## src/rtl/id_stage_pkg.sv

```systemverilog
// Shared decode constants and types for the RV32I integer decode stage.
package id_stage_pkg;

  localparam int ALU_OP_W  = 8;
  localparam int ALU_SEL_W = 3;

  localparam logic [6:0] OPC_OP_IMM = 7'b0010011;
  localparam logic [6:0] OPC_OP     = 7'b0110011;
  localparam logic [6:0] OPC_LUI    = 7'b0110111;
  localparam logic [6:0] OPC_AUIPC  = 7'b0010111;

  localparam logic [2:0] F3_ADD  = 3'b000;
  localparam logic [2:0] F3_SLL  = 3'b001;
  localparam logic [2:0] F3_SLT  = 3'b010;
  localparam logic [2:0] F3_SLTU = 3'b011;
  localparam logic [2:0] F3_XOR  = 3'b100;
  localparam logic [2:0] F3_SR   = 3'b101;
  localparam logic [2:0] F3_OR   = 3'b110;
  localparam logic [2:0] F3_AND  = 3'b111;

  localparam logic [6:0] F7_ZERO = 7'b0000000;
  localparam logic [6:0] F7_ALT  = 7'b0100000;

  localparam logic [ALU_OP_W-1:0] EXE_NOP_OP  = 8'h00;
  localparam logic [ALU_OP_W-1:0] EXE_AND_OP  = 8'h24;
  localparam logic [ALU_OP_W-1:0] EXE_OR_OP   = 8'h25;
  localparam logic [ALU_OP_W-1:0] EXE_XOR_OP  = 8'h26;
  localparam logic [ALU_OP_W-1:0] EXE_SLL_OP  = 8'h7c;
  localparam logic [ALU_OP_W-1:0] EXE_SRL_OP  = 8'h02;
  localparam logic [ALU_OP_W-1:0] EXE_SRA_OP  = 8'h03;
  localparam logic [ALU_OP_W-1:0] EXE_ADD_OP  = 8'h20;
  localparam logic [ALU_OP_W-1:0] EXE_SUB_OP  = 8'h22;
  localparam logic [ALU_OP_W-1:0] EXE_SLT_OP  = 8'h2a;
  localparam logic [ALU_OP_W-1:0] EXE_SLTU_OP = 8'h2b;

  localparam logic [ALU_SEL_W-1:0] EXE_RES_NOP   = 3'b000;
  localparam logic [ALU_SEL_W-1:0] EXE_RES_LOGIC = 3'b001;
  localparam logic [ALU_SEL_W-1:0] EXE_RES_SHIFT = 3'b010;
  localparam logic [ALU_SEL_W-1:0] EXE_RES_ARITH = 3'b100;

  typedef enum logic [1:0] {
    OPA_ZERO = 2'd0,
    OPA_RS1  = 2'd1,
    OPA_PC   = 2'd2
  } opa_e;

  typedef enum logic [2:0] {
    OPB_ZERO  = 3'd0,
    OPB_RS2   = 3'd1,
    OPB_IMM   = 3'd2,
    OPB_SHAMT = 3'd3,
    OPB_UIMM  = 3'd4
  } opb_e;

  typedef struct packed {
    logic [ALU_OP_W-1:0]  aluop;
    logic [ALU_SEL_W-1:0] alusel;
    logic                 use1;
    logic                 use2;
    logic                 wreg;
    logic                 illegal;
    opa_e                 opa;
    opb_e                 opb;
  } dec_t;

endpackage

```

## src/rtl/id_fwd_mux.sv

```systemverilog
// Operand source select: x0 -> 0, else lowest-index matching bypass, else regfile.
module id_fwd_mux #(
  parameter int XLEN    = 32,
  parameter int NUM_FWD = 2
) (
  input  logic [4:0]              rs,
  input  logic [XLEN-1:0]         reg_data,
  input  logic [NUM_FWD-1:0]      fwd_wreg,
  input  logic [5*NUM_FWD-1:0]    fwd_wd,
  input  logic [XLEN*NUM_FWD-1:0] fwd_wdata,
  output logic [XLEN-1:0]         data
);

  logic [XLEN-1:0] sel_s;

  // Scan oldest to youngest so the lowest matching index is applied last and wins.
  always_comb begin
    sel_s = reg_data;
    for (int i = NUM_FWD - 1; i >= 0; i--) begin
      sel_s = (fwd_wreg[i] && (fwd_wd[5*i +: 5] == rs)) ? fwd_wdata[XLEN*i +: XLEN] : sel_s;
    end
    data = (rs == 5'd0) ? '0 : sel_s;
  end

endmodule

```

## src/rtl/id_stage.sv

```systemverilog
// RV32I integer decode stage: decode, operand bypass, load-use interlock and ID/EX register
// with valid/ready handshake on both sides.
module id_stage
  import id_stage_pkg::*;
#(
  parameter int XLEN      = 32,
  parameter int NUM_FWD   = 2,
  parameter int HAZ_CHECK = 1
) (
  input  logic                    clk,
  input  logic                    rst,
  input  logic                    flush_i,
  input  logic                    in_valid_i,
  output logic                    in_ready_o,
  input  logic [XLEN-1:0]         pc_i,
  input  logic [31:0]             inst_i,
  output logic [4:0]              reg1_addr_o,
  output logic [4:0]              reg2_addr_o,
  input  logic [XLEN-1:0]         reg1_data_i,
  input  logic [XLEN-1:0]         reg2_data_i,
  input  logic [NUM_FWD-1:0]      fwd_wreg_i,
  input  logic [5*NUM_FWD-1:0]    fwd_wd_i,
  input  logic [XLEN*NUM_FWD-1:0] fwd_wdata_i,
  input  logic                    ld_pend_i,
  input  logic [4:0]              ld_wd_i,
  output logic                    out_valid_o,
  input  logic                    out_ready_i,
  output logic [ALU_OP_W-1:0]     aluop_o,
  output logic [ALU_SEL_W-1:0]    alusel_o,
  output logic [XLEN-1:0]         reg1_o,
  output logic [XLEN-1:0]         reg2_o,
  output logic [4:0]              wd_o,
  output logic                    wreg_o,
  output logic [XLEN-1:0]         pc_o,
  output logic                    illegal_o
);

  logic [6:0] opcode_s;
  logic [2:0] funct3_s;
  logic [6:0] funct7_s;
  logic [4:0] rs1_s;
  logic [4:0] rs2_s;
  logic signed [11:0] imm_i_s;
  logic signed [31:0] imm_u_s;
  dec_t dec_s;
  logic [XLEN-1:0] fwd1_s, fwd2_s, op1_s, op2_s;
  logic hazard_s, accept_s;

  assign opcode_s    = inst_i[6:0];
  assign funct3_s    = inst_i[14:12];
  assign funct7_s    = inst_i[31:25];
  assign rs1_s       = inst_i[19:15];
  assign rs2_s       = inst_i[24:20];
  assign imm_i_s     = inst_i[31:20];
  assign imm_u_s     = {inst_i[31:12], 12'b0};
  assign reg1_addr_o = rs1_s;
  assign reg2_addr_o = rs2_s;

  // Instruction decode; anything not explicitly legal falls through as an illegal NOP.
  always_comb begin
    dec_s = '{aluop: EXE_NOP_OP, alusel: EXE_RES_NOP, use1: 1'b0, use2: 1'b0,
              wreg: 1'b0, illegal: 1'b1, opa: OPA_ZERO, opb: OPB_ZERO};
    case (opcode_s)
      OPC_OP_IMM: begin
        dec_s = '{aluop: EXE_ADD_OP, alusel: EXE_RES_ARITH, use1: 1'b1, use2: 1'b0,
                  wreg: 1'b1, illegal: 1'b0, opa: OPA_RS1, opb: OPB_IMM};
        case (funct3_s)
          F3_ADD:  dec_s.aluop = EXE_ADD_OP;
          F3_SLT:  dec_s.aluop = EXE_SLT_OP;
          F3_SLTU: dec_s.aluop = EXE_SLTU_OP;
          F3_XOR:  begin dec_s.aluop = EXE_XOR_OP; dec_s.alusel = EXE_RES_LOGIC; end
          F3_OR:   begin dec_s.aluop = EXE_OR_OP;  dec_s.alusel = EXE_RES_LOGIC; end
          F3_AND:  begin dec_s.aluop = EXE_AND_OP; dec_s.alusel = EXE_RES_LOGIC; end
          F3_SLL: begin
            dec_s.alusel = EXE_RES_SHIFT;
            dec_s.opb    = OPB_SHAMT;
            dec_s.aluop  = EXE_SLL_OP;
            dec_s.illegal = (funct7_s != F7_ZERO);
          end
          default: begin
            dec_s.alusel  = EXE_RES_SHIFT;
            dec_s.opb     = OPB_SHAMT;
            dec_s.aluop   = (funct7_s == F7_ALT) ? EXE_SRA_OP : EXE_SRL_OP;
            dec_s.illegal = (funct7_s != F7_ZERO) && (funct7_s != F7_ALT);
          end
        endcase
      end
      OPC_OP: begin
        dec_s = '{aluop: EXE_ADD_OP, alusel: EXE_RES_ARITH, use1: 1'b1, use2: 1'b1,
                  wreg: 1'b1, illegal: 1'b0, opa: OPA_RS1, opb: OPB_RS2};
        case (funct3_s)
          F3_ADD:  dec_s.aluop = (funct7_s == F7_ALT) ? EXE_SUB_OP : EXE_ADD_OP;
          F3_SLT:  dec_s.aluop = EXE_SLT_OP;
          F3_SLTU: dec_s.aluop = EXE_SLTU_OP;
          F3_XOR:  begin dec_s.aluop = EXE_XOR_OP; dec_s.alusel = EXE_RES_LOGIC; end
          F3_OR:   begin dec_s.aluop = EXE_OR_OP;  dec_s.alusel = EXE_RES_LOGIC; end
          F3_AND:  begin dec_s.aluop = EXE_AND_OP; dec_s.alusel = EXE_RES_LOGIC; end
          F3_SLL:  begin dec_s.aluop = EXE_SLL_OP; dec_s.alusel = EXE_RES_SHIFT; end
          default: begin
            dec_s.aluop  = (funct7_s == F7_ALT) ? EXE_SRA_OP : EXE_SRL_OP;
            dec_s.alusel = EXE_RES_SHIFT;
          end
        endcase
        // Only SUB and SRA may use the alternate funct7.
        dec_s.illegal = !((funct7_s == F7_ZERO) ||
                          ((funct7_s == F7_ALT) && ((funct3_s == F3_ADD) || (funct3_s == F3_SR))));
      end
      OPC_LUI: begin
        dec_s = '{aluop: EXE_OR_OP, alusel: EXE_RES_LOGIC, use1: 1'b0, use2: 1'b0,
                  wreg: 1'b1, illegal: 1'b0, opa: OPA_ZERO, opb: OPB_UIMM};
      end
      OPC_AUIPC: begin
        dec_s = '{aluop: EXE_ADD_OP, alusel: EXE_RES_ARITH, use1: 1'b0, use2: 1'b0,
                  wreg: 1'b1, illegal: 1'b0, opa: OPA_PC, opb: OPB_UIMM};
      end
      default: begin
        dec_s.illegal = 1'b1;
      end
    endcase
    if (dec_s.illegal) begin
      dec_s = '{aluop: EXE_NOP_OP, alusel: EXE_RES_NOP, use1: 1'b0, use2: 1'b0,
                wreg: 1'b0, illegal: 1'b1, opa: OPA_ZERO, opb: OPB_ZERO};
    end else begin
      dec_s.illegal = 1'b0;
    end
  end

  id_fwd_mux #(.XLEN(XLEN), .NUM_FWD(NUM_FWD)) u_fwd1 (
    .rs(rs1_s), .reg_data(reg1_data_i), .fwd_wreg(fwd_wreg_i),
    .fwd_wd(fwd_wd_i), .fwd_wdata(fwd_wdata_i), .data(fwd1_s)
  );

  id_fwd_mux #(.XLEN(XLEN), .NUM_FWD(NUM_FWD)) u_fwd2 (
    .rs(rs2_s), .reg_data(reg2_data_i), .fwd_wreg(fwd_wreg_i),
    .fwd_wd(fwd_wd_i), .fwd_wdata(fwd_wdata_i), .data(fwd2_s)
  );

  // Operand steering from the decoded source selects.
  always_comb begin
    case (dec_s.opa)
      OPA_RS1: op1_s = fwd1_s;
      OPA_PC:  op1_s = pc_i;
      default: op1_s = '0;
    endcase
    case (dec_s.opb)
      OPB_RS2:   op2_s = fwd2_s;
      OPB_IMM:   op2_s = XLEN'(imm_i_s);
      OPB_SHAMT: op2_s = XLEN'(rs2_s);
      OPB_UIMM:  op2_s = XLEN'(imm_u_s);
      default:   op2_s = '0;
    endcase
  end

  assign hazard_s = (HAZ_CHECK != 0) && ld_pend_i && (ld_wd_i != 5'd0) &&
                    ((dec_s.use1 && (rs1_s == ld_wd_i)) || (dec_s.use2 && (rs2_s == ld_wd_i)));
  assign in_ready_o = (!out_valid_o || out_ready_i) && !hazard_s && !flush_i;
  assign accept_s   = in_valid_i && in_ready_o;

  // ID/EX register: flush beats accept, accept beats drain, otherwise hold.
  always_ff @(posedge clk or negedge rst) begin
    if (!rst) begin
      out_valid_o <= 1'b0;
      aluop_o     <= EXE_NOP_OP;
      alusel_o    <= EXE_RES_NOP;
      reg1_o      <= '0;
      reg2_o      <= '0;
      wd_o        <= 5'd0;
      wreg_o      <= 1'b0;
      pc_o        <= '0;
      illegal_o   <= 1'b0;
    end else if (flush_i) begin
      out_valid_o <= 1'b0;
    end else if (accept_s) begin
      out_valid_o <= 1'b1;
      aluop_o     <= dec_s.aluop;
      alusel_o    <= dec_s.alusel;
      reg1_o      <= op1_s;
      reg2_o      <= op2_s;
      wd_o        <= inst_i[11:7];
      wreg_o      <= dec_s.wreg;
      pc_o        <= pc_i;
      illegal_o   <= dec_s.illegal;
    end else if (out_ready_i) begin
      out_valid_o <= 1'b0;
    end else begin
      out_valid_o <= out_valid_o;
    end
  end

endmodule

```

## config.mk

```make
export PLATFORM = sky130hd
export DESIGN_NAME = id_stage
export DESIGN_NICKNAME = d
export VERILOG_FILES = /design/src/rtl/id_stage_pkg.sv /design/src/rtl/id_fwd_mux.sv /design/src/rtl/id_stage.sv
export SDC_FILE = /design/constraint.sdc
export NUM_CORES = 1
export LEC_CHECK = 0
export BUFFER_PORTS_ARGS = -buffer_cell sky130_fd_sc_hd__buf_2
export CORE_MARGIN = 5
export CORE_UTILIZATION = 40
export CTS_BUF_LIST = sky130_fd_sc_hd__clkbuf_4 sky130_fd_sc_hd__clkbuf_8
export CTS_CLUSTER_SIZE = 30
export DETAILED_ROUTE_END_ITERATION = 16
export GPL_TIMING_DRIVEN = 1
export PLACE_DENSITY = 0.7
export SLEW_MARGIN = 20
export SYNTH_ARGS = -nofsm -noshare
export SYNTH_HDL_FRONTEND = slang
export SYNTH_HIERARCHICAL = 1
export SYNTH_SLANG_ARGS = --single-unit
```

## constraint.sdc

```tcl
create_clock -name clk -period 2.1 [get_ports clk]
set_clock_uncertainty 0.1 [all_clocks]
set_input_delay 0.315 -clock clk [delete_from_list [all_inputs] [get_ports clk]]
set_output_delay 0.315 -clock clk [all_outputs]
set_load 0.02 [all_outputs]
```

; After elaboration in Yosys (flattened, before gate mapping)
; Cells that the tools add are included.
[classes]
n_eq_ne = 25
mux = 24
n_bitwise = 1
n_reduce_logical = 33
[ops]
columns = operator, count
row1 = 32-bit two-way mux, 6
row2 = 32-bit one-hot mux with 4 select lines, 1
row3 = 7-bit one-hot mux with 7 select lines, 2
row4 = 32-bit one-hot mux with 2 select lines, 1
row5 = 14-bit one-hot mux with 4 select lines, 1
row6 = 5-bit == test, 6
row7 = "7-bit by 6-bit == test with 1-bit output, second input constant", 3
row8 = 5-bit one-hot mux with 4 select lines, 1
row9 = "3-bit == test, second input constant", 5
row10 = "7-bit by 5-bit == test with 1-bit output, second input constant", 2
row11 = 14-bit two-way mux, 1
row12 = 1-bit logical AND, 13
row13 = "3-bit by 2-bit == test with 1-bit output, second input constant", 4
row14 = 5-bit zero test, 2
row15 = 7-bit zero test, 1
row16 = "7-bit by 6-bit != test with 1-bit output, second input constant", 1
row17 = 7-bit nonzero test, 1
row18 = "3-bit by 1-bit == test with 1-bit output, second input constant", 2
row19 = 1-bit two-way mux, 6
row20 = 3-bit one-hot mux with 2 select lines, 1
row21 = 3-bit OR reduction, 2
row22 = 6-bit OR reduction, 1
row23 = 5-bit two-way mux, 1
row24 = 5-bit nonzero test, 1
row25 = 12 further kinds, 18
[word_totals]
ff_bits = 115
in_bits = 215
out_inout_bits = 126
word_cells = 92

; Longest topological paths before layout
; Gate-level depths: netlist of the first run.
[logic_depth]
word_depth = 16
mapped_depth = 11
ltp_nobuf = 9

; Hierarchy
; The synthesis of the first run kept the hierarchy.
[by_module_without_submodules]
columns = mod, instances, cells_each, area_per_inst_um2, seq_area_each_um2
row1 = id_stage, 1, 470, 5469.0, 2827.7
row2 = id_fwd_mux, 2, 196, 1251.2, 0.0

; Least setup slack after synthesis of the first run
; No wires, ideal clock.
[synth_timing]
path_kind = input to register
start = input port inst_i[6]
end = register reg1_o[29]
setup_time_ns = 0.121
arrival_ns = 2.374
t_required_ns = 1.879
setup_slack_ns = -0.495
stages = 9
n_path_buf = 2
cell_sequence = nand2b_1 > or3_1 > nor2_1 > clkbuf_1 > nand2_1 > ha_1 > clkbuf_1 > nor3_1 > a22o_1
[synth_between]
elab_chain_len = 12
elab_cells_between_ends = 22
classes_between = eq/ne: 6 / mux: 6 / reduce/logical: 10
[synth_rtl]
columns = element, line_no
row1 = from (decl), id_stage.sv:16  ; input logic [31:0] inst_i,
row2 = 7-bit by 5-bit == test with 1-bit output / 7-bit by 6-bit == test with 1-bit output (equally long branches), id_stage.sv:63  ; case (opcode_s)
row3 = 2-bit OR reduction (no line), n/a
row4 = 1-bit one-hot mux with 3 select lines, id_stage.sv:63
row5 = 14-bit two-way mux, id_stage.sv:120  ; if (dec_s.illegal) begin
row6 = 1-bit logical AND, id_stage.sv:155  ; ((dec_s.use1 && (rs1_s == ld_wd_i)) || (dec_s.use2 && (rs2_s == ld_wd_i)));
row7 = 1-bit logical OR, id_stage.sv:155
row8 = 1-bit logical AND, id_stage.sv:154  ; assign hazard_s = (HAZ_CHECK != 0) && ld_pend_i && (ld_wd_i != 5'd0) &&
row9 = 1-bit zero test, id_stage.sv:156  ; assign in_ready_o = (!out_valid_o || out_ready_i) && !hazard_s && !flush_i;
row10 = 1-bit logical AND (2 in series), id_stage.sv:156
row11 = 1-bit logical AND, id_stage.sv:157  ; assign accept_s = in_valid_i && in_ready_o;
row12 = 2-bit AND reduction (no line), n/a
row13 = to (signal assigned), id_stage.sv:177  ; reg1_o <= op1_s;
row14 = to (decl), id_stage.sv:30  ; output logic [XLEN-1:0] reg1_o,
; Several ways; a longest one is shown, not always the timed one.
; A chain may end at the register's enable or synchronous reset.

; Final worst setup path of the first run
[layout_timing]
start = input port inst_i[28]
end = output port in_ready_o
[layout_between]
elab_chain_len = 12
elab_cells_between_ends = 18
classes_between = eq/ne: 2 / mux: 3 / reduce/logical: 13
[layout_rtl]
columns = element, line_no
row1 = branches (longest 4 deep; another with 7-bit by 6-bit != test with 1-bit output), n/a
row2 = 1-bit one-hot mux with 3 select lines (*), id_stage.sv:63
row3 = 14-bit two-way mux (*), id_stage.sv:120
row4 = 1-bit logical AND, id_stage.sv:155
row5 = 1-bit logical OR (*), id_stage.sv:155
row6 = 1-bit logical AND (*), id_stage.sv:154
row7 = 1-bit zero test (*), id_stage.sv:156
row8 = 1-bit logical AND (*) (2 in series), id_stage.sv:156
row9 = to (decl), id_stage.sv:14  ; output logic in_ready_o,
; Every way passes the cells marked *.

==> impl_metrics.csv, run 1 <==
group,metric,value,unit
clock_network,clockBufferDepth,2,
sta,slew_viol_final,0,
drt,ant_nets,0,
clock_network,numCtsBuffers,17,
clock_network,cts_tree,"built",
worst_setup_path,critPathTopFamily,"simple AND/OR/NAND/NOR gates",
placed_design,place_inst,1526,
synthesis,synth_seq_cells,113,
sta,setup_viol,65,
floorplan,io_pins,341,
worst_setup_path,cp_slowest_cell,"or4b_4",
global_route,met2_usage,51.6,%
placed_design,dp_hpwl,28400,um
floorplan,coreArea,19500,um2
min_path,min_path_type,"primary input to flip-flop",
synthesis,syn_avg_cell_area,9.25,um2
power,leakage,5.39,nW
worst_setup_path,required,1.68,ns
worst_setup_path,crit_buf_inv,3,
global_route,grt_pass1_vias,9124,
layout,regArea,2830,um2
sta,finalSetupTns,-15.30,ns
clock_network,cts_root_buffer,"clkbuf_8",
drt,drt_iter0_drc,879,
floorplan,die_h,151,um
sta,setup_slack,-0.450,ns
synthesis,synth_nets,1079,
layout,layout-drive-gt1-share,50.1,%
global_route,grt_busiest_layer,"met2",
floorplan,initial_core_util,40.8,%
worst_setup_path,crit_type,"primary input to output port",
sta,post-route-min-period,2.55,ns
layout,finalNonFillerCells,1604,
sta,finalHoldViolations,0,
worst_setup_path,path_cells,"buf_8 > nor4_4 > and3_4 > o2bb2ai_4 > or4b_4 > buf_6 > and3b_2 > buf_6",
global_route,use_met1,40.8,%
run,max_cap_viol_count,0,
synthesis,synth_edf_count,0,
outcome,status,"finished, violations left",
floorplan,die_w,151,um
sta,fin_crit_sh,121,%
worst_setup_path,end_kind,"output port",
power,finalPower,6.88,mW
power,p_per_area,565,nW/um2
synthesis,ys_types,58,
global_route,grt_max_degree,114,
sta,slew_headroom,58.6,%
power,peakVddDrop,0.000374,V
worst_setup_path,arrival,2.13,ns
global_route,antenna_found_initial,11,
layout,syn_to_final_growth,52.7,%
drt,via_per_inst,5.92,
layout,final_common_cell,"buf_2",
synthesis,yosysSeqAreaShare,35.5,%
global_route,grt_pass1_wl,53500,um
power,pwr-share-comb,32.0,%
power,clkPwrFrac,31.8,%
synthesis,yosys_most_used_dff,"dfrtp_1",
worst_setup_path,crit_fanout,4,
clock_network,clkLatencyLatePin,0.44,ns
layout,most-common-layout-cells,"buf_2 (333), buf_4 (162), dfrtp_1 (113), nor3_1 (101), o21ai_0 (66)",
sta,rsz0062_at_grt,"yes",
power,internal-power,4.47,mW
placed_design,post-place-ws,-0.666,ns
layout,nets,1534,
synthesis,syn-cell-area,7970,um2
clock_network,path_clk_slew,0.08,ns
power,p_sw,2.41,mW
global_route,overflow,0,
drt,via_count,9502,
drt,avgRoutedWirePerCell,23.1,um
worst_setup_path,crit_top_cell,"buf_6",
drt,wl,37000,um
synthesis,synth_cells,862,
power,seq_power_share,36.2,%
drt,firstDrtPassIters,5,
layout,multi_input_area,4760,um2
drt,drt_drc_violations_left,0,
floorplan,rows,51,
synthesis,postSynth.asyncResetShare,100,%
clock_network,htree_levels,4,
clock_network,cts.sinks,113,
sta,fmaxAchievable,392,MHz
floorplan,dieArea,22900,um2
sta,hold_ws,0.0173,ns
power,swShare,35.0,%
sta,worstMarginPinSlew,0.621,ns
outcome,violations,"setup timing",
worst_setup_path,cp_slowest_stage_delay,0.50,ns
placed_design,io_buffer_count,339,
worst_setup_path,start_kind,"primary input",
layout,n_fill_cell,1663,
synthesis,yosysWarnings,6,
global_route,grtUsageTotal,30.9,%
global_route,grt_util_met3,6.01,%
placed_design,place_congestion,0.968,
routing by layer:
layer  vias to the layer above  share of wire [%]
met5                         -               0.10
met2                       534                 48
met1                      4586                 40
met4                         6                2.2
met3                        59                8.8
li1                       4317                  -
sequential cells by signal, indices dropped and copies added (netlist names):
name / count
aluop_o: 6
alusel_o: 3
illegal_o: 1
out_valid_o: 1
pc_o: 32
reg1_o: 32
reg2_o: 32
wd_o: 5
wreg_o: 1
power by group through the flow:
stage / registers, mW / logic (mW) / clock network (mW)
after floorplan: 2.77 / 0.760 / 0
after global placement: 2.52 / 2.01 / 0
after detailed placement: 2.52 / 2.04 / 0
after CTS: 2.48 / 2.13 / 2.21
after global routing: 2.51 / 2.33 / 2.31
final: 2.49 / 2.20 / 2.19
worst paths after layout:
| kind | startpoint | to | slack, ns | cells past startpoint |
|---|---|---|---|---|
| setup / recovery | inst_i[28] | in_ready_o | -0.45 | 8 |
| hold / removal | pc_i[8] | pc_o[8] | 0.02 | 2 |
| hold reg to reg | reg2_o[4] | reg2_o[4] | 0.39 | 1 |
| setup reg to reg | out_valid_o | reg1_o[21] | 0.10 | 8 |
| min in group asynchronous | rst | reg1_o[12] | 0.39 | 3 |
| max in group asynchronous | rst | aluop_o[1] | 1.04 | 3 |
cell usage after synthesis (2+ instances only):
| library cell | number | area (um2) |
|---|---|---|
| xnor2_1 | 19 | 166 |
| and3b_1 | 2 | 17.5 |
| and4_1 | 2 | 17.5 |
| a31oi_1 | 2 | 12.5 |
| a21oi_1 | 7 | 35.0 |
| xnor2_2 | 2 | 32.5 |
| o32ai_1 | 2 | 17.5 |
| clkbuf_1 | 77 | 289 |
| a22oi_1 | 51 | 383 |
| a22o_1 | 34 | 298 |
| mux2_1 | 7 | 78.8 |
| and3_1 | 2 | 12.5 |
| a2bb2oi_1 | 26 | 228 |
| and2_1 | 2 | 12.5 |
| inv_1 | 8 | 30.0 |
| mux2_2 | 33 | 372 |
| mux2i_1 | 5 | 50.1 |
| ha_1 | 2 | 25.0 |
| a211oi_1 | 39 | 293 |
| nor2_1 | 10 | 37.5 |
| nand2_1 | 14 | 52.6 |
| o21ai_0 | 66 | 330 |
| or4_1 | 3 | 22.5 |
| or2_1 | 2 | 12.5 |
| buf_4 | 18 | 135 |
| dfrtp_1 | 113 | 2830 |
| o22a_1 | 37 | 324 |
| o21ai_1 | 4 | 20.0 |
| a311oi_2 | 20 | 300 |
| nand4_1 | 34 | 213 |
| nand3_1 | 41 | 205 |
| a311oi_1 | 9 | 78.8 |
| nand2b_1 | 5 | 31.3 |
| buf_1 | 3 | 11.3 |
| nor3_1 | 101 | 505 |
| a221oi_1 | 6 | 52.6 |
| buf_6 | 3 | 33.8 |
| buf_2 | 14 | 70.1 |
| or3_1 | 2 | 12.5 |
| xor2_1 | 11 | 96.3 |
| o2bb2ai_1 | 6 | 52.6 |
| nor4_1 | 2 | 12.5 |
cells by family after synthesis:
family	count (synthesis)	share of synthesized area, %
AOI/OAI and AO/OA	314	31.0
and+or+nand+nor	231	15.8
buffers and inverters	124	7.33
DFF	113	35.5
muxes	45	6.28
xor gates and xnor gates	32	3.70
adders and majority gates	2	0.314
other	1	0.0470
stage by stage:
stage,instance area (um2),utilization (%)
2_1_floorplan,8110,-
3_3_place_gp,11100,56.8
3_5_place_dp,11100,56.8
6_report,12200,62.3
4_1_cts,11900,61.2
5_1_grt,12200,62.3
what timing repair did:
| action | 4_1_cts | 5_1_grt |
|---|---|---|
| endpoints found under the hold margin | 125 | 0 |
| pin swaps | 5 | 7 |
| gates cloned | 3 | 2 |
| hold buffers | 13 | 0 |
| gates resized for setup | 19 | 36 |
| endpoints found under the setup margin | 65 | 80 |
| buffers inserted | 15 | 7 |
area by class of cell:
class	count	area share (%)
diodes	9	0.185
clock buffers	18	2.04
clock inverters	14	1.28
inverters	8	0.247
multi-input cells	625	39.1
flip-flops and latches	113	23.2
well taps	265	2.72
repair buffers	552	31.2
No activity file was read; power rests on OpenSTA's default activity.
==> run 2: changes to the inputs <==
--- a/config.mk
+++ b/config.mk
@@ -6,6 +6,7 @@
 export NUM_CORES = 1
 export LEC_CHECK = 0
 export BUFFER_PORTS_ARGS = -buffer_cell sky130_fd_sc_hd__buf_2
+export CORE_ASPECT_RATIO = 1.75
 export CORE_MARGIN = 5
 export CORE_UTILIZATION = 40
 export CTS_BUF_LIST = sky130_fd_sc_hd__clkbuf_4 sky130_fd_sc_hd__clkbuf_8
==> impl_metrics.csv, run 2 (synthesis results as in run 1) <==
group,metric,value,unit
sta,hold_ws,0.0293,ns
layout,nets,1510,
run,max_cap_viol_count,0,
layout,reg_top3,"pc_o: 32 flops, reg1_o: 32 flops, reg2_o: 32 flops",
clock_network,htree_levels,4,
placed_design,dp_hpwl,28900,um
worst_setup_path,reg2reg_setup_slack,0.12,ns
global_route,grtUsageTotal,30.9,%
global_route,grt_pass1_vias,9208,
floorplan,coreArea,19700,um2
sta,slew_headroom,59.6,%
sta,finalHoldViolations,0,
sta,finalSetupTns,-20.30,ns
sta,setup_slack,-0.487,ns
layout,final_common_cell,"buf_2",
drt,drt_drc_violations_left,0,
global_route,grt_max_degree,114,
min_path,min_path_type,"primary input to flip-flop",
floorplan,initial_core_util,40.6,%
drt,via_per_inst,5.95,
clock_network,path_clk_slew,0.07,ns
floorplan,die_h,197,um
worst_setup_path,crit_fanout,2,
global_route,antenna_found_initial,8,
worst_setup_path,path_cells,"buf_8 > xor2_2 > nor4_2 > a32oi_2 > or4b_4 > buf_6 > and3b_2 > buf_6",
worst_setup_path,end_kind,"output port",
worst_setup_path,crit_top_cell,"buf_6",
drt,wl,36900,um
placed_design,place_congestion,0.940,
sta,rsz0062_at_grt,"yes",
sta,post-route-min-period,2.59,ns
power,leakage,5.37,nW
drt,avgRoutedWirePerCell,23.7,um
sta,setup_viol,83,
clock_network,cts.sinks,113,
global_route,overflow,0,
clock_network,cts_root_buffer,"clkbuf_8",
clock_network,clockBufferDepth,2,
outcome,status,"finished, violations left",
worst_setup_path,critPathTopFamily,"simple AND/OR/NAND/NOR gates",
sta,fmaxAchievable,386,MHz
layout,syn_to_final_growth,51.9,%
clock_network,numCtsBuffers,17,
drt,via_count,9282,
power,peakVddDrop,0.000500,V
sta,slew_viol_final,0,
layout,layout-drive-gt1-share,49.7,%
floorplan,io_pins,341,
worst_setup_path,cp_slowest_stage_delay,0.56,ns
outcome,violations,"setup timing",
layout,most-common-layout-cells,"buf_2 (332), buf_4 (136), dfrtp_1 (113), nor3_1 (101), o21ai_0 (66)",
worst_setup_path,start_kind,"primary input",
floorplan,dieArea,23000,um2
sta,worstMarginPinSlew,0.605,ns
floorplan,rows,68,
power,p_per_area,581,nW/um2
floorplan,die_w,117,um
placed_design,post-place-ws,-0.735,ns
worst_setup_path,crit_buf_inv,3,
layout,fin_util,61.6,%
worst_setup_path,cp_slowest_cell,"or4b_4",
clock_network,clkLatencyLatePin,0.43,ns
drt,firstDrtPassIters,5,
worst_setup_path,crit_type,"primary input to output port",
sta,fin_crit_sh,123,%
layout,n_fill_cell,1722,
placed_design,io_buffer_count,339,
drt,drt_iter0_drc,753,
worst_setup_path,arrival,2.17,ns
global_route,grt_pass1_wl,53700,um
worst_setup_path,required,1.68,ns
drt,ant_nets,0,
clock_network,cts_tree,"built",
[run 2: final timing paths]
check / start / endpoint / depth (start not counted)
worst max-delay path: ld_wd_i[3] / in_ready_o / 8
worst min-delay path: pc_i[9] / pc_o[9] / 2
worst max register to register: out_valid_o / reg1_o[12] / 7
worst min register to register: wreg_o / wreg_o / 1
max in group asynchronous: rst / reg2_o[17] / 3
min in group asynchronous: rst / pc_o[4] / 3
[run 2: layer usage]
layer	track usage [%]	wire, um
met1	35.3	13200
met2	54.6	19200
met3	4.45	2350
met4	15.8	2140
met5	0	0
[run 2: stage by stage]
stage / instance area [um2] / std cells / power [mW]
6_report: 12100 / 1559 / 7.03
3_5_place_dp: 10900 / 1490 / 4.53
5_1_grt: 12100 / 1559 / 7.29
3_3_place_gp: 10900 / 1490 / 4.51
4_1_cts: 11700 / 1540 / 6.91
2_1_floorplan: 8110 / 862 / 3.53
[run 2: worst reg2reg max path, delay by kind of cell (launching register included)]
kind	cells	cell delay [ns]
AOI/OAI and AO/OA	1	0.23
buffers and inverters	3	0.43
DFF	1	0.38
and+or+nand+nor	3	0.72
[run 2: final cells by class]
type	count	area, um2	area share [%]
antenna	8	20.0	0.165
multi-input combinational	625	4830	39.9
tap	245	307	2.53
timing repair buffer	528	3660	30.2
inverter	8	30.0	0.248
clock inverter	11	161	1.33
sequential	113	2830	23.4
clock buffer	21	264	2.18
[run 2: what timing repair did]
| action | CTS | global route |
|---|---|---|
| buffers inserted | 2 | 9 |
| hold endpoints to repair | 124 | 0 |
| cloned | 4 | 3 |
| pin swaps | 5 | 16 |
| resized for setup | 13 | 57 |
| endpoints found under the setup margin | 93 | 109 |
| hold buffers | 12 | 0 |
[run 2: power breakdown]
group          total, mW  switching, mW  internal [mW]
sequential          2.49          0.113           2.38
clock               2.32          0.977           1.34
combinational       2.22           1.22           1.00
total               7.03           2.31           4.71
==> run 3: changes to the inputs <==
--- a/config.mk
+++ b/config.mk
@@ -13,7 +13,8 @@
 export CTS_CLUSTER_SIZE = 30
 export DETAILED_ROUTE_END_ITERATION = 16
 export GPL_TIMING_DRIVEN = 1
-export PLACE_DENSITY = 0.7
+export PLACE_DENSITY = 0.81
+export SETUP_SLACK_MARGIN = 0.5
 export SLEW_MARGIN = 20
 export SYNTH_ARGS = -nofsm -noshare
 export SYNTH_HDL_FRONTEND = slang
==> impl_metrics.csv, run 3 (synthesis results as in run 1) <==
group,metric,value,unit
worst_setup_path,end_kind,"output port",
power,peakVddDrop,0.000476,V
floorplan,coreArea,19700,um2
clock_network,cts.sinks,113,
global_route,antenna_found_initial,9,
power,leakage,5.57,nW
worst_setup_path,arrival,2.16,ns
worst_setup_path,required,1.68,ns
global_route,grt_pass1_vias,9752,
worst_setup_path,crit_top_cell,"buf_6",
sta,post-route-min-period,2.57,ns
global_route,overflow,0,
sta,setup_slack,-0.474,ns
clock_network,cts_tree,"built",
placed_design,dp_hpwl,29200,um
min_path,min_path_type,"primary input to flip-flop",
drt,drt_iter0_drc,813,
worst_setup_path,cp_slowest_stage_delay,0.49,ns
drt,via_count,9565,
drt,ant_nets,0,
min_path,hp-start,"pc_i[17]",
worst_setup_path,critPathTopFamily,"simple AND/OR/NAND/NOR gates",
drt,drt_drc_violations_left,0,
global_route,grtUsageTotal,32.8,%
drt,wl,39000,um
sta,slew_viol_final,0,
floorplan,io_pins,341,
clock_network,clockBufferDepth,2,
outcome,violations,"setup timing",
worst_setup_path,crit_buf_inv,3,
layout,layout-drive-gt1-share,52.4,%
clock_network,clkLatencyLatePin,0.45,ns
clock_network,numCtsBuffers,17,
run,max_cap_viol_count,0,
placed_design,place_inst,1497,
worst_setup_path,r2r_cells,5,
placed_design,place_congestion,0.965,
floorplan,initial_core_util,40.6,%
sta,fmaxAchievable,389,MHz
worst_setup_path,rr_startpoint,"out_valid_o",
layout,nets,1535,
power,p_per_area,570,nW/um2
floorplan,die_w,117,um
worst_setup_path,crit_type,"primary input to output port",
worst_setup_path,cp_slowest_cell,"or4b_4",
min_path,hold_path_depth,2,
drt,via_per_inst,6.03,
layout,n_fill_cell,1553,
power,finalPower,7.21,mW
layout,reg_top3,"pc_o: 32 flops, reg1_o: 32 flops, reg2_o: 32 flops",
worst_setup_path,path_cells,"buf_2 > nor4_4 > and3_4 > o2bb2ai_2 > or4b_4 > buf_6 > and3b_2 > buf_6",
floorplan,dieArea,23000,um2
worst_setup_path,start_kind,"primary input",
outcome,status,"finished, violations left",
clock_network,cts_root_buffer,"clkbuf_8",
sta,fin_crit_sh,123,%
sta,rsz0062_at_grt,"yes",
placed_design,io_buffer_count,339,
worst_setup_path,crit_fanout,3,
sta,slew_headroom,58.3,%
layout,most-common-layout-cells,"buf_2 (334), buf_4 (146), dfrtp_1 (113), nor3_1 (96), o21ai_0 (63)",
layout,finalNonFillerCells,1585,
clock_network,htree_levels,4,
worst_setup_path,reg2reg_setup_slack,0.15,ns
floorplan,die_h,197,um
min_path,hold_end,"pc_o[17]",
drt,avgRoutedWirePerCell,24.6,um
drt,firstDrtPassIters,5,
worst_setup_path,timing.rr.end,"aluop_o[1]",
global_route,grt_max_degree,114,
sta,setup_viol,68,
sta,worstMarginPinSlew,0.626,ns
clock_network,path_clk_slew,0.07,ns
layout,syn_to_final_growth,58.7,%
sta,finalHoldViolations,0,
layout,final_common_cell,"buf_2",
floorplan,rows,68,
global_route,grt_pass1_wl,57300,um
run 3: changes by cell type in the layout (fill, tap and decap cells not counted), sizes merged:
cell / change
inv: -1
buf: +17
clkbuf: -1
diode: +1
dlygate4sd3: +7
bufbuf: +3
run 3: how the worst max path moves through the flow:
stage               startpoint         end  cells after the start
global placement    inst_i[23]  in_ready_o                      8
detailed placement  ld_wd_i[1]  aluop_o[2]                      8
CTS                 ld_wd_i[0]  in_ready_o                      8
global route        inst_i[28]  in_ready_o                      8
finish              inst_i[28]  in_ready_o                      8
floorplan           inst_i[25]    pc_o[24]                      9
run 3: power by group:
part	switching [mW]	internal (mW)	total, mW
Clock	0.974	1.41	2.38
Combinational	1.25	1.07	2.33
Sequential	0.130	2.38	2.51
run 3: what timing repair did:
action                     in CTS  in global routing
hold endpoints to repair      131                  0
setup endpoints to repair     114                114
hold buffers                   19                  0
setup buffers                  17                  3
pin swaps                       9                 10
cloned                          8                  0
gates resized for setup        58                 44
run 3: metrics by stage:
step                      area [um2]  TNS, ns  hold WS, ns  worst slack (ns)  utilization, %
after CTS                      12400   -12.58      0.00168            -0.515            63.0
after global placement         11100   -73.38        0.332            -0.763            56.4
after floorplan                 8140   -10.68      -0.0806            -0.281               -
final                          12600   -11.68       0.0252            -0.474            64.4
after global routing           12600   -13.69      0.00845            -0.530            64.4
after detailed placement       11100   -72.65        0.343            -0.733            56.4
run 3: cell type report:
cell class / instances / area, um2 / area share, %
sequential: 113 / 2830 / 22.4
inverter: 8 / 30.0 / 0.237
clock buffer: 22 / 290 / 2.29
antenna: 9 / 22.5 / 0.178
timing repair buffer: 553 / 3960 / 31.3
tap: 245 / 307 / 2.42
multi-input combinational: 625 / 5060 / 40.0
clock inverter: 10 / 156 / 1.24
run 3: routing by layer:
metal / GRT usage [%] / up-vias / share of wire (%)
li1: - / 4314 / -
met1: 36.0 / 4625 / 35
met2: 58.1 / 506 / 53
met3: 5.96 / 120 / 6.6
met4: 18.6 / 0 / 5.7
met5: 0 / - / 0
